===== config.mk =====
export PLATFORM = sky130hd
export DESIGN_NAME = arc4_encrypt
export DESIGN_NICKNAME = d
export VERILOG_FILES = /design/src/rtl/arc4_pkg.sv /design/src/rtl/arc4_prga.sv /design/src/rtl/arc4_encrypt.sv
export SDC_FILE = /design/constraint.sdc
export NUM_CORES = 1
export LEC_CHECK = 0
export ABC_AREA = 1
export ABC_CLOCK_PERIOD_IN_PS = 4900
export BUFFER_PORTS_ARGS = -buffer_cell sky130_fd_sc_hd__buf_4
export CAP_MARGIN = 0
export CORE_MARGIN = 5
export CORE_UTILIZATION = 55
export DETAILED_ROUTE_END_ITERATION = 8
export PLACE_DENSITY = 0.76
export SETUP_SLACK_MARGIN = 0.5
export SYNTH_ARGS = -nofsm -noshare
export SYNTH_HDL_FRONTEND = slang
export SYNTH_SLANG_ARGS = --single-unit

===== constraint.sdc =====
create_clock -name clk -period 4.9 [get_ports clk]
set_input_delay 0.49 -clock clk [delete_from_list [all_inputs] [get_ports clk]]
set_output_delay 0.49 -clock clk [all_outputs]
set_load 0.01 [all_outputs]

===== src/rtl/arc4_pkg.sv =====
`default_nettype none
// ============================================================================
// Module   : arc4_pkg
// Brief    : Shared ARC4 constants, state encodings and key-byte select.
// Revision : 1.0
// ============================================================================
package arc4_pkg;

   localparam int KEY_BYTES = 3;
   localparam int MEM_DEPTH = 256;

   typedef enum logic [3:0] {
      ST_IDLE,
      ST_INIT,
      ST_KSA_RD_SI,
      ST_KSA_WAIT_SI,
      ST_KSA_RD_SJ,
      ST_KSA_WAIT_SJ,
      ST_KSA_WR_SI,
      ST_KSA_WR_SJ,
      ST_LEN_RD,
      ST_LEN_WR,
      ST_PRGA_REQ,
      ST_PRGA_WAIT,
      ST_DONE
   } enc_state_t;

   typedef enum logic [3:0] {
      PG_IDLE,
      PG_RD_SI,
      PG_WAIT_SI,
      PG_RD_SJ,
      PG_WAIT_SJ,
      PG_WR_SI,
      PG_WR_SJ,
      PG_RD_PAD,
      PG_WAIT_PAD
   } prga_state_t;

   // Key byte 0 is the most significant byte of the 24-bit key.
   function automatic logic [7:0] key_byte(input logic [23:0] key, input logic [1:0] sel);
      case (sel)
         2'd0:    key_byte = key[23:16];
         2'd1:    key_byte = key[15:8];
         default: key_byte = key[7:0];
      endcase
   endfunction

endpackage
`default_nettype wire


===== src/rtl/arc4_prga.sv =====
`default_nettype none
// ============================================================================
// Module   : arc4_prga
// Brief    : ARC4 keystream generator; one pad byte per req over the S port.
// Revision : 1.0
// ============================================================================
module arc4_prga
   import arc4_pkg::*;
(
   input  logic       clk,
   input  logic       rst,
   input  logic       clr,
   input  logic       req,
   output logic [7:0] s_addr,
   output logic [7:0] s_wrdata,
   output logic       s_wren,
   input  logic [7:0] s_rddata,
   output logic [7:0] pad,
   output logic       pad_valid
);

   prga_state_t r_state, w_next;
   logic [7:0]  r_i, r_j, r_si, r_sj;

   always_ff @(posedge clk) begin
      if (rst) begin
         r_state <= PG_IDLE;
         r_i     <= 8'd0;
         r_j     <= 8'd0;
         r_si    <= 8'd0;
         r_sj    <= 8'd0;
      end else begin
         r_state <= w_next;
         case (r_state)
            PG_IDLE:    if (req) r_i <= r_i + 8'd1;
            PG_WAIT_SI: begin
               r_si <= s_rddata;
               r_j  <= r_j + s_rddata;
            end
            PG_WAIT_SJ: r_sj <= s_rddata;
            default: ;
         endcase
         if (clr) begin
            r_i <= 8'd0;
            r_j <= 8'd0;
         end
      end
   end

   always_comb begin
      w_next    = r_state;
      s_addr    = 8'd0;
      s_wrdata  = 8'd0;
      s_wren    = 1'b0;
      pad       = 8'd0;
      pad_valid = 1'b0;
      case (r_state)
         PG_IDLE:    if (req) w_next = PG_RD_SI;
         PG_RD_SI:   begin s_addr = r_i; w_next = PG_WAIT_SI; end
         PG_WAIT_SI: w_next = PG_RD_SJ;
         PG_RD_SJ:   begin s_addr = r_j; w_next = PG_WAIT_SJ; end
         PG_WAIT_SJ: w_next = PG_WR_SI;
         PG_WR_SI:   begin s_addr = r_i; s_wrdata = r_sj; s_wren = 1'b1; w_next = PG_WR_SJ; end
         PG_WR_SJ:   begin s_addr = r_j; s_wrdata = r_si; s_wren = 1'b1; w_next = PG_RD_PAD; end
         PG_RD_PAD:  begin s_addr = r_si + r_sj; w_next = PG_WAIT_PAD; end
         PG_WAIT_PAD: begin
            pad       = s_rddata;
            pad_valid = 1'b1;
            w_next    = PG_IDLE;
         end
         default:    w_next = PG_IDLE;
      endcase
   end

endmodule
`default_nettype wire


===== src/rtl/arc4_encrypt.sv =====
`default_nettype none
// ============================================================================
// Module   : arc4_encrypt
// Brief    : ARC4 encryptor: S init, KSA, then length-prefixed pt -> ct.
// Revision : 1.0
// ============================================================================
module arc4_encrypt
   import arc4_pkg::*;
(
   input  logic        clk,
   input  logic        rst,
   input  logic        en,
   output logic        rdy,
   input  logic [23:0] key,
   output logic [7:0]  pt_addr,
   input  logic [7:0]  pt_rddata,
   output logic [7:0]  ct_addr,
   output logic [7:0]  ct_wrdata,
   output logic        ct_wren,
   output logic [7:0]  s_addr,
   input  logic [7:0]  s_rddata,
   output logic [7:0]  s_wrdata,
   output logic        s_wren
);

   enc_state_t  r_state, w_next;
   logic [23:0] r_key;
   logic [8:0]  r_i;
   logic [8:0]  w_i_next;
   logic [7:0]  r_j, r_si, r_sj, r_len, r_k;
   logic [1:0]  r_kidx;

   logic        w_pg_clr, w_pg_req, w_pg_wren, w_pg_valid;
   logic [7:0]  w_pg_addr, w_pg_wrdata, w_pg_pad;

   assign w_i_next = r_i + 9'd1;

   arc4_prga u_prga (
      .clk       (clk),
      .rst       (rst),
      .clr       (w_pg_clr),
      .req       (w_pg_req),
      .s_addr    (w_pg_addr),
      .s_wrdata  (w_pg_wrdata),
      .s_wren    (w_pg_wren),
      .s_rddata  (s_rddata),
      .pad       (w_pg_pad),
      .pad_valid (w_pg_valid)
   );

   always_ff @(posedge clk) begin
      if (rst) begin
         r_state <= ST_IDLE;
         r_key   <= 24'd0;
         r_i     <= 9'd0;
         r_j     <= 8'd0;
         r_si    <= 8'd0;
         r_sj    <= 8'd0;
         r_kidx  <= 2'd0;
         r_len   <= 8'd0;
         r_k     <= 8'd0;
      end else begin
         r_state <= w_next;
         case (r_state)
            ST_IDLE: if (en) begin
               r_key <= key;
               r_i   <= 9'd0;
            end
            ST_INIT: begin
               if (r_i == 9'(MEM_DEPTH - 1)) begin
                  r_i    <= 9'd0;
                  r_j    <= 8'd0;
                  r_kidx <= 2'd0;
               end else begin
                  r_i <= w_i_next;
               end
            end
            ST_KSA_WAIT_SI: begin
               r_si <= s_rddata;
               r_j  <= r_j + s_rddata + key_byte(r_key, r_kidx);
            end
            ST_KSA_WAIT_SJ: r_sj <= s_rddata;
            ST_KSA_WR_SJ: begin
               r_i    <= w_i_next;
               r_kidx <= (r_kidx == 2'(KEY_BYTES - 1)) ? 2'd0 : r_kidx + 2'd1;
            end
            ST_LEN_WR: begin
               r_len <= pt_rddata;
               r_k   <= 8'd1;
            end
            ST_PRGA_WAIT: if (w_pg_valid) r_k <= r_k + 8'd1;
            default: ;
         endcase
      end
   end

   always_comb begin
      w_next    = r_state;
      rdy       = 1'b0;
      pt_addr   = 8'd0;
      ct_addr   = 8'd0;
      ct_wrdata = 8'd0;
      ct_wren   = 1'b0;
      s_addr    = 8'd0;
      s_wrdata  = 8'd0;
      s_wren    = 1'b0;
      w_pg_clr  = 1'b0;
      w_pg_req  = 1'b0;
      case (r_state)
         ST_IDLE: begin
            rdy = 1'b1;
            if (en) w_next = ST_INIT;
         end
         ST_INIT: begin
            s_addr   = r_i[7:0];
            s_wrdata = r_i[7:0];
            s_wren   = 1'b1;
            if (r_i == 9'(MEM_DEPTH - 1)) w_next = ST_KSA_RD_SI;
         end
         ST_KSA_RD_SI:   begin s_addr = r_i[7:0]; w_next = ST_KSA_WAIT_SI; end
         ST_KSA_WAIT_SI: w_next = ST_KSA_RD_SJ;
         ST_KSA_RD_SJ:   begin s_addr = r_j; w_next = ST_KSA_WAIT_SJ; end
         ST_KSA_WAIT_SJ: w_next = ST_KSA_WR_SI;
         ST_KSA_WR_SI: begin
            s_addr = r_i[7:0]; s_wrdata = r_sj; s_wren = 1'b1;
            w_next = ST_KSA_WR_SJ;
         end
         ST_KSA_WR_SJ: begin
            s_addr = r_j; s_wrdata = r_si; s_wren = 1'b1;
            w_next = w_i_next[8] ? ST_LEN_RD : ST_KSA_RD_SI;
         end
         ST_LEN_RD: w_next = ST_LEN_WR;
         ST_LEN_WR: begin
            ct_wrdata = pt_rddata;
            ct_wren   = 1'b1;
            w_pg_clr  = 1'b1;
            w_next    = (pt_rddata == 8'd0) ? ST_DONE : ST_PRGA_REQ;
         end
         // pt[k] address is held across the whole keystream fetch.
         ST_PRGA_REQ, ST_PRGA_WAIT: begin
            pt_addr  = r_k;
            s_addr   = w_pg_addr;
            s_wrdata = w_pg_wrdata;
            s_wren   = w_pg_wren;
            if (r_state == ST_PRGA_REQ) begin
               w_pg_req = 1'b1;
               w_next   = ST_PRGA_WAIT;
            end else if (w_pg_valid) begin
               ct_addr   = r_k;
               ct_wrdata = pt_rddata ^ w_pg_pad;
               ct_wren   = 1'b1;
               w_next    = (r_k == r_len) ? ST_DONE : ST_PRGA_REQ;
            end
         end
         ST_DONE: w_next = ST_IDLE;
         default: w_next = ST_IDLE;
      endcase
   end

endmodule
`default_nettype wire


==> qor.yml, run 1 <==
sta:
  worst-slew-pin-transition_ns: 0.9057
  rsz0062_at_grt: "no"
  period_share_pct: 62.76
  fmax_mhz: 325.2
  setup_viol: 0
  setup_tns_ns: 0
  period_needed_ns: 3.075
  finalHoldViolCount: 0
  skew_ns: 0.006320
  relSlewSlack_pct: 39.40
  drv_slew: 0
yosys:
  muxShareOfSynthArea_pct: 0
  synthSimpleGateAreaFrac_pct: 27.58
  synth_cells: 971
  ys_seq_area_share_pct: 34.90
  synth.area.top_cells: "dfxtp_1, nand2_1, nor2_1"
  synth_edf_count: 0
  synth.distinct_cells: 43
  synthFlopType: "dfxtp_1"
  synth_xor_area_share_pct: 3.054
  synthDominantCellAreaShare_pct: 34.90
  yosysTopAreaCell: "dfxtp_1"
  ys_seq_elements: 115
  yosys.area_share.adder_pct: 7.777
  synth_top_family_by_area: "simple AND/OR/NAND/NOR gates"
  synthArstFlopShare_pct: 0
  synth.avg_cell_area_um2: 6.793
  ys_warn_count: 0
  netlist_area_um2: 6596
  synth_compound_area_share_pct: 18.15
  synthMostInstantiatedCell: "nand2_1"
  yosys-top-cells-count: "nand2_1, nor2_1, dfxtp_1"
  synth_fp_nets: 1049
cells_and_area:
  insertedDiodeCount: 0
  layout-drive-gt1-share_pct: 13.08
  area_growth_pct: 20.77
  fillers: 1064
  nNetsFinal: 1128
  regArea_um2: 2302
  multi_input_area_um2: 3731
floorplan:
  start_util_pct: 55.61
  pin_count: 86
  fp.coreArea_um2: 11860
  rows: 40
  die_area_um2: 14280
  die_y_um: 119.5
  die_x_um: 119.5
power:
  ir_worst_vdd_uv: 346.4
  p_leak_nw: 3.537
  total_power_mw: 2.780
  powerDensity_nw_per_um2: 348.9
setup_path:
  crit_required_ns: 4.41
  worstPathMaxFanout: 18
  critPathArrivalTime_ns: 2.59
  critPathCaptureType: "primary output"
  criticalPathCategory: "flip-flop to primary output"
  startpoint_type: "flip-flop"
  reg2reg_slack_ns: 2.21
  regToRegEndpoint: "r_j[5]"
  startpoint: "r_state[3]"
  worstReg2RegStart: "r_kidx[0]"
  r2r_cells: 12
cts:
  cts_resized: 0
  htree_levels: 4
  cts_buffer_depth: 2
  post-cts-setup-buffer-count: 0
  clkTransAtPathRegs_ns: 0.05
  cts_tree: "yes"
  postCtsHoldBufs: 0
  numCtsBuffers: 17
  insertion_delay_ns: 0.43
  root_buffer: "clkbuf_16"
  clock_sinks: 115
detailed_routing:
  vias: 6673
  wl_per_cell_um: 15.39
  drtPass1Iterations: 6
  drtAntennaViolNets: 0
  wl_um: 18620
  drt_iter0_markers: 633
  viasPerCell: 5.515
  drc_errors: 0
grt:
  grt_pass1_vias: 6298
  grt_usage_pct: 26.72
  gr-total-overflow: 0
  antenna_found_initial: 0
  grt_pass1_wl_um: 30770
  grt_max_degree: 42
placed_design:
  hpwl_um: 13430
  gp_congestion: 0.9172
  numPortBuffers: 85
flow_run:
  maxCapViolCount: 0
worst_hold_path:
  hold_path_depth: 3
  min_from: "key[20]"
  hold_path.class: "primary input to flip-flop"
  hold_end: "r_key[20]"
run_status:
  outcome: "completed"
-- worst max path at each step --
stage | end | slack, ns | depth (start not counted)
3_3_place_gp | r_j[7] | 2.36 | 14
2_1_floorplan | r_j[7] | 2.54 | 13
4_1_cts | s_wren | 1.87 | 5
5_1_grt | s_wren | 1.64 | 6
3_5_place_dp | r_j[5] | 2.26 | 12
6_report | s_wren | 1.82 | 5
-- placed cells by master, fill, tap and decap left out, types with 2 or more instances in the layout --
master,Yosys,final
o21ai_2,2,2
a22oi_1,3,3
a22o_1,7,7
nor2_1,119,119
a211oi_1,2,2
o22ai_1,9,9
a21oi_1,81,81
nand4_1,15,15
nor2_2,6,6
clkbuf_16,0,17
nand3b_1,2,2
clkinvlp_4,0,5
xor2_1,8,8
or2_2,2,2
xnor2_1,15,15
nor3_2,2,2
nor3_1,15,15
inv_1,112,112
a21boi_0,2,2
inv_2,5,5
dfxtp_1,115,115
nand3_1,41,41
o221ai_1,7,7
buf_4,0,87
o211ai_1,5,5
fa_1,10,10
nand2_1,230,230
bufinv_16,0,4
a21o_1,2,2
a221oi_1,2,2
a31oi_1,4,4
clkbuf_8,0,3
nor3b_1,2,2
o21ai_0,82,82
ha_1,25,25
clkinv_1,3,3
-- state kept, by name (all words and copies together), names as in the netlist, 8 cells and up --
| register | flops |
|---|---|
| r_key | 24 |
| r_i | 9 |
| r_j | 8 |
| r_k | 8 |
| r_len | 8 |
| r_si | 8 |
| r_sj | 8 |
| u_prga.r_i | 8 |
| u_prga.r_j | 8 |
| u_prga.r_si | 8 |
| u_prga.r_sj | 8 |
-- cell families (layout without fill, tap and decap cells) --
kind of cell             Yosys count  count (layout)
AO/OA/AOI/OAI                    213             213
XOR/XNOR                          23              23
adder cells (fa/ha/maj)           35              35
buffers and inverters            147             239
flip-flops                       115             115
AND/OR/NAND/NOR                  438             438
-- report_power, final --
group,switching (mW),total [mW],internal (mW)
registers,0.0277,1.01,0.982
clock network,0.456,1.35,0.892
logic,0.272,0.423,0.151
-- final cells by class --
class / instances / area share (%)
clock buffers: 21 / 5.905
clock inverters: 11 / 2.199
inverters: 120 / 5.654
multi-input cells: 709 / 46.84
flip-flops and latches: 115 / 28.90
well taps: 147 / 2.309
repair buffers: 87 / 8.199
-- metrics by stage --
| step | area [um^2] | setup WS (ns) | instances | utilization (%) | hold slack, ns |
|---|---|---|---|---|---|
| finish | 7966 | 1.825 | 1210 | 67.16 | 0.3391 |
| global route | 7966 | 1.640 | 1210 | 67.16 | 0.3409 |
| CTS | 7966 | 1.867 | 1210 | 67.16 | 0.3293 |
| detailed placement | 7321 | 2.257 | 1178 | 61.72 | 0.4569 |
| global placement | 7321 | 2.361 | 1178 | 61.72 | 0.4548 |
| floorplan | 6596 | 2.536 | 971 | - | 0.4294 |
-- per-layer routing --
metal / wire [um] / part of all wire (%) / up-vias / global-route usage (%)
met3: 1387 / 7.4 / 44 / 7.917
met2: 8517 / 46 / 236 / 42.66
met1: 8200 / 44 / 3048 / 34.39
met5: 0 / 0 / - / 0
met4: 515 / 2.8 / 0 / 9.735
li1: - / - / 3345 / -
-- worst max-delay path: stages (launching register included) --
cell and delay [ns]:
dfxtp_1 0.42, nand2_1 0.13, nor2_2 0.53, clkinv_1 0.51
o31ai_1 0.39, buf_4 0.18
Power figures use the tool's default switching activity.
==> run 2: changes to the inputs <==
--- a/config.mk
+++ b/config.mk
@@ -6,13 +6,13 @@
 export NUM_CORES = 1
 export LEC_CHECK = 0
 export ABC_AREA = 1
-export ABC_CLOCK_PERIOD_IN_PS = 4900
+export ABC_CLOCK_PERIOD_IN_PS = 2700
 export BUFFER_PORTS_ARGS = -buffer_cell sky130_fd_sc_hd__buf_4
 export CAP_MARGIN = 0
 export CORE_MARGIN = 5
-export CORE_UTILIZATION = 55
+export CORE_UTILIZATION = 53
 export DETAILED_ROUTE_END_ITERATION = 8
-export PLACE_DENSITY = 0.76
+export PLACE_DENSITY = 0.77
 export SETUP_SLACK_MARGIN = 0.5
 export SYNTH_ARGS = -nofsm -noshare
 export SYNTH_HDL_FRONTEND = slang
==> constraint.sdc (replaced) <==
create_clock -name clk -period 2.7 [get_ports clk]
set_input_delay 0.27 -clock clk [delete_from_list [all_inputs] [get_ports clk]]
set_output_delay 0.27 -clock clk [all_outputs]
set_load 0.01 [all_outputs]
==> run 2 against run 1 <==
Against the previous run:
- clock-buffer cell count increased by 6
- non-clock buffer count is 28 higher
- worst hold slack got worse by 0.22 ns
- highest routed layer unchanged
- setup slack lost 1.6 ns
- first-iteration DRC count increased by 19%
- critical path depth rose by 9
- combinational power rose by 120%
==> qor.yml, run 2 (synthesis gave the netlist of run 1 again) <==
setup_path:
  critPathCaptureType: "primary output"
  cp-endpoint: "s_addr[6]"
  startpoint: "u_prga.r_sj[0]"
  r2r_cells: 13  # +1
  critPathArrivalTime_ns: 2.17  # -0.42 ns
  worstReg2RegStart: "r_kidx[1]"
  startpoint_type: "flip-flop"
  reg2reg_slack_ns: 0.31  # -1.90 ns
  regToRegEndpoint: "r_j[6]"
  criticalPathCategory: "flip-flop to primary output"
  crit_required_ns: 2.43  # -1.98 ns
  worstPathMaxFanout: 3  # -15
grt:
  grt_max_degree: 42  # unchanged
  met3_usage_pct: 7.753  # -0.16 points
  antenna_found_initial: 0  # unchanged
  grt_pass1_vias: 6358  # +0.95%
  grt_pass1_wl_um: 31260  # +1.6%
  grtUsageMet1_pct: 34.64  # +0.26 points
  grt_usage_pct: 27.04  # +0.32 points
  busiest_layer: "met2"
  grtUsageMet2_pct: 43.66  # +1.0 points
  gr-total-overflow: 0  # unchanged
sta:
  skew_ns: 0.006981  # +0.0006614 ns
  fmax_mhz: 409.2
  worst-slew-pin-transition_ns: 0.7020  # -0.2037 ns
  period_share_pct: 90.52
  drv_slew: 0  # unchanged
  finalHoldViolCount: 0  # unchanged
  period_needed_ns: 2.444
  relSlewSlack_pct: 53.15  # +14 points
  rsz0062_at_grt: "yes"
  setup_tns_ns: 0  # unchanged
  setup_viol: 0  # unchanged
  whs_ns: 0.1223  # -0.2168 ns
cts:
  cts_buffer_depth: 2  # unchanged
  clock_sinks: 115  # unchanged
  numCtsBuffers: 17  # unchanged
  clkTransAtPathRegs_ns: 0.05  # about the same
  root_buffer: "clkbuf_16"
  htree_levels: 4  # unchanged
  postCtsHoldBufs: 0  # unchanged
  cts_tree: "yes"
  insertion_delay_ns: 0.42  # about the same
floorplan:
  die_area_um2: 14780  # +3.5%
  die_x_um: 121.6  # +1.7%
  start_util_pct: 54.46  # -1.1 points
  fp.coreArea_um2: 12110  # +2.1%
  die_y_um: 121.6  # +1.7%
  rows: 40  # unchanged
  pin_count: 86  # unchanged
detailed_routing:
  drt_iter0_markers: 753  # +19%
  drtAntennaViolNets: 0  # unchanged
  drtPass1Iterations: 7  # +1
  drc_errors: 0  # unchanged
  viasPerCell: 5.562  # +0.85%
  wl_per_cell_um: 16.45  # +6.9%
  vias: 7002  # +4.9%
  wl_um: 20710  # +11%
cells_and_area:
  fillers: 971  # -8.7%
  regMostFlops: "r_key"
  largest_reg_flops: 24  # unchanged
  layout-drive-gt1-share_pct: 24.38  # +11 points
  largest_registers: "r_key x24, r_i x9"
  layout_commonest_cell: "nand2_1"
  mostFrequentLayoutCells: "nand2_1, buf_4, nor2_1, inv_1, dfxtp_1"
  design_area_um2: 8661  # +8.7%
  area_growth_pct: 31.30
  nNetsFinal: 1157  # +2.6%
  insertedDiodeCount: 0  # unchanged
power:
  p_leak_nw: 3.705  # +4.7%
  powerDensity_nw_per_um2: 577.7  # +66%
  ir_worst_vdd_uv: 580.0  # +67%
flow_run:
  maxCapViolCount: 0  # unchanged
placed_design:
  dpl_cell_area_um2: 7470  # +2.0%
  gp_congestion: 0.9229  # +0.62%
  numPortBuffers: 85  # unchanged
  hpwl_um: 13760  # +2.5%
run_status:
  outcome: "completed"
worst_hold_path:
  hold_path.class: "primary input to flip-flop"
[run 2: changes by cell type in the layout (fill, tap and decap cells not counted), moves of 13 or more]
cell	previous run	this run
dfxtp_1	115	96
nand2_1	230	212
inv_1	112	99
buf_4	87	108
dfxtp_2	0	15
nand2_2	1	16
[run 2: area by class of cell]
cell class	instances	area (um^2)	share of cell area, %
Inverter	120	470.5	5.432
Timing Repair Buffer	115	889.6	10.27
Timing Repair inverter	1	7.507	0.08668
Sequential cell	115	2336	26.97
Clock inverter	4	70.07	0.8090
Multi-Input combinational cell	709	4164	48.08
Tap cell	168	210.2	2.427
Clock buffer	27	513.0	5.923
[run 2: critical path, cell delays in order, from the launching register on]
cell and delay, ns:
dfxtp_4 0.36, ha_4 0.16, inv_2 0.04, fa_2 0.33
inv_2 0.10, nand3_2 0.10, nand2_4 0.09, nand2_2 0.06
nand2_2 0.06, nand2_1 0.06, nand3_2 0.06, nand3_2 0.08
nand2_2 0.08, nand2_2 0.06, buf_6 0.12
[run 2: worst min path at each step]
| stage | from | end | slack, ns | depth (start not counted) |
|---|---|---|---|---|
| final | key[15] | r_key[15] | 0.12 | 3 |
| after global placement | r_key[22] | r_key[22] | 0.45 | 2 |
| after floorplan | s_rddata[0] | u_prga.r_sj[0] | 0.40 | 2 |
| after global routing | key[16] | r_key[16] | 0.12 | 3 |
| after CTS | key[15] | r_key[15] | 0.12 | 3 |
| after detailed placement | r_j[6] | r_j[6] | 0.46 | 2 |
[run 2: layer usage]
layer,up-vias,share of wire [%]
met1,3230,42
met2,305,47
li1,3416,-
met5,-,0
met4,0,2.6
met3,51,8.1
[run 2: where the power goes]
part | switching, mW | total, mW | internal, mW | leakage (nW)
combinational | 0.559 | 0.924 | 0.365 | 2.48
clock | 0.774 | 2.24 | 1.47 | 0.287
sequential | 0.0533 | 1.83 | 1.78 | 0.942
[run 2: what timing repair did]
item | CTS | global route
endpoints found under the setup margin | 23 | 42
buffers inserted | 12 | 5
pin swaps | 28 | 21
gates cloned | 0 | 1
resized for setup | 69 | 66
[run 2: stage by stage]
step	total power [mW]	utilization [%]	std cells	worst slack (ns)
2_1_floorplan	2.391	-	971	0.4906
3_3_place_gp	2.638	61.67	1210	0.3569
3_5_place_dp	2.643	61.67	1210	0.3295
4_1_cts	4.957	69.52	1253	0.3043
5_1_grt	5.194	71.51	1259	0.1731
6_report	5.004	71.51	1259	0.2559
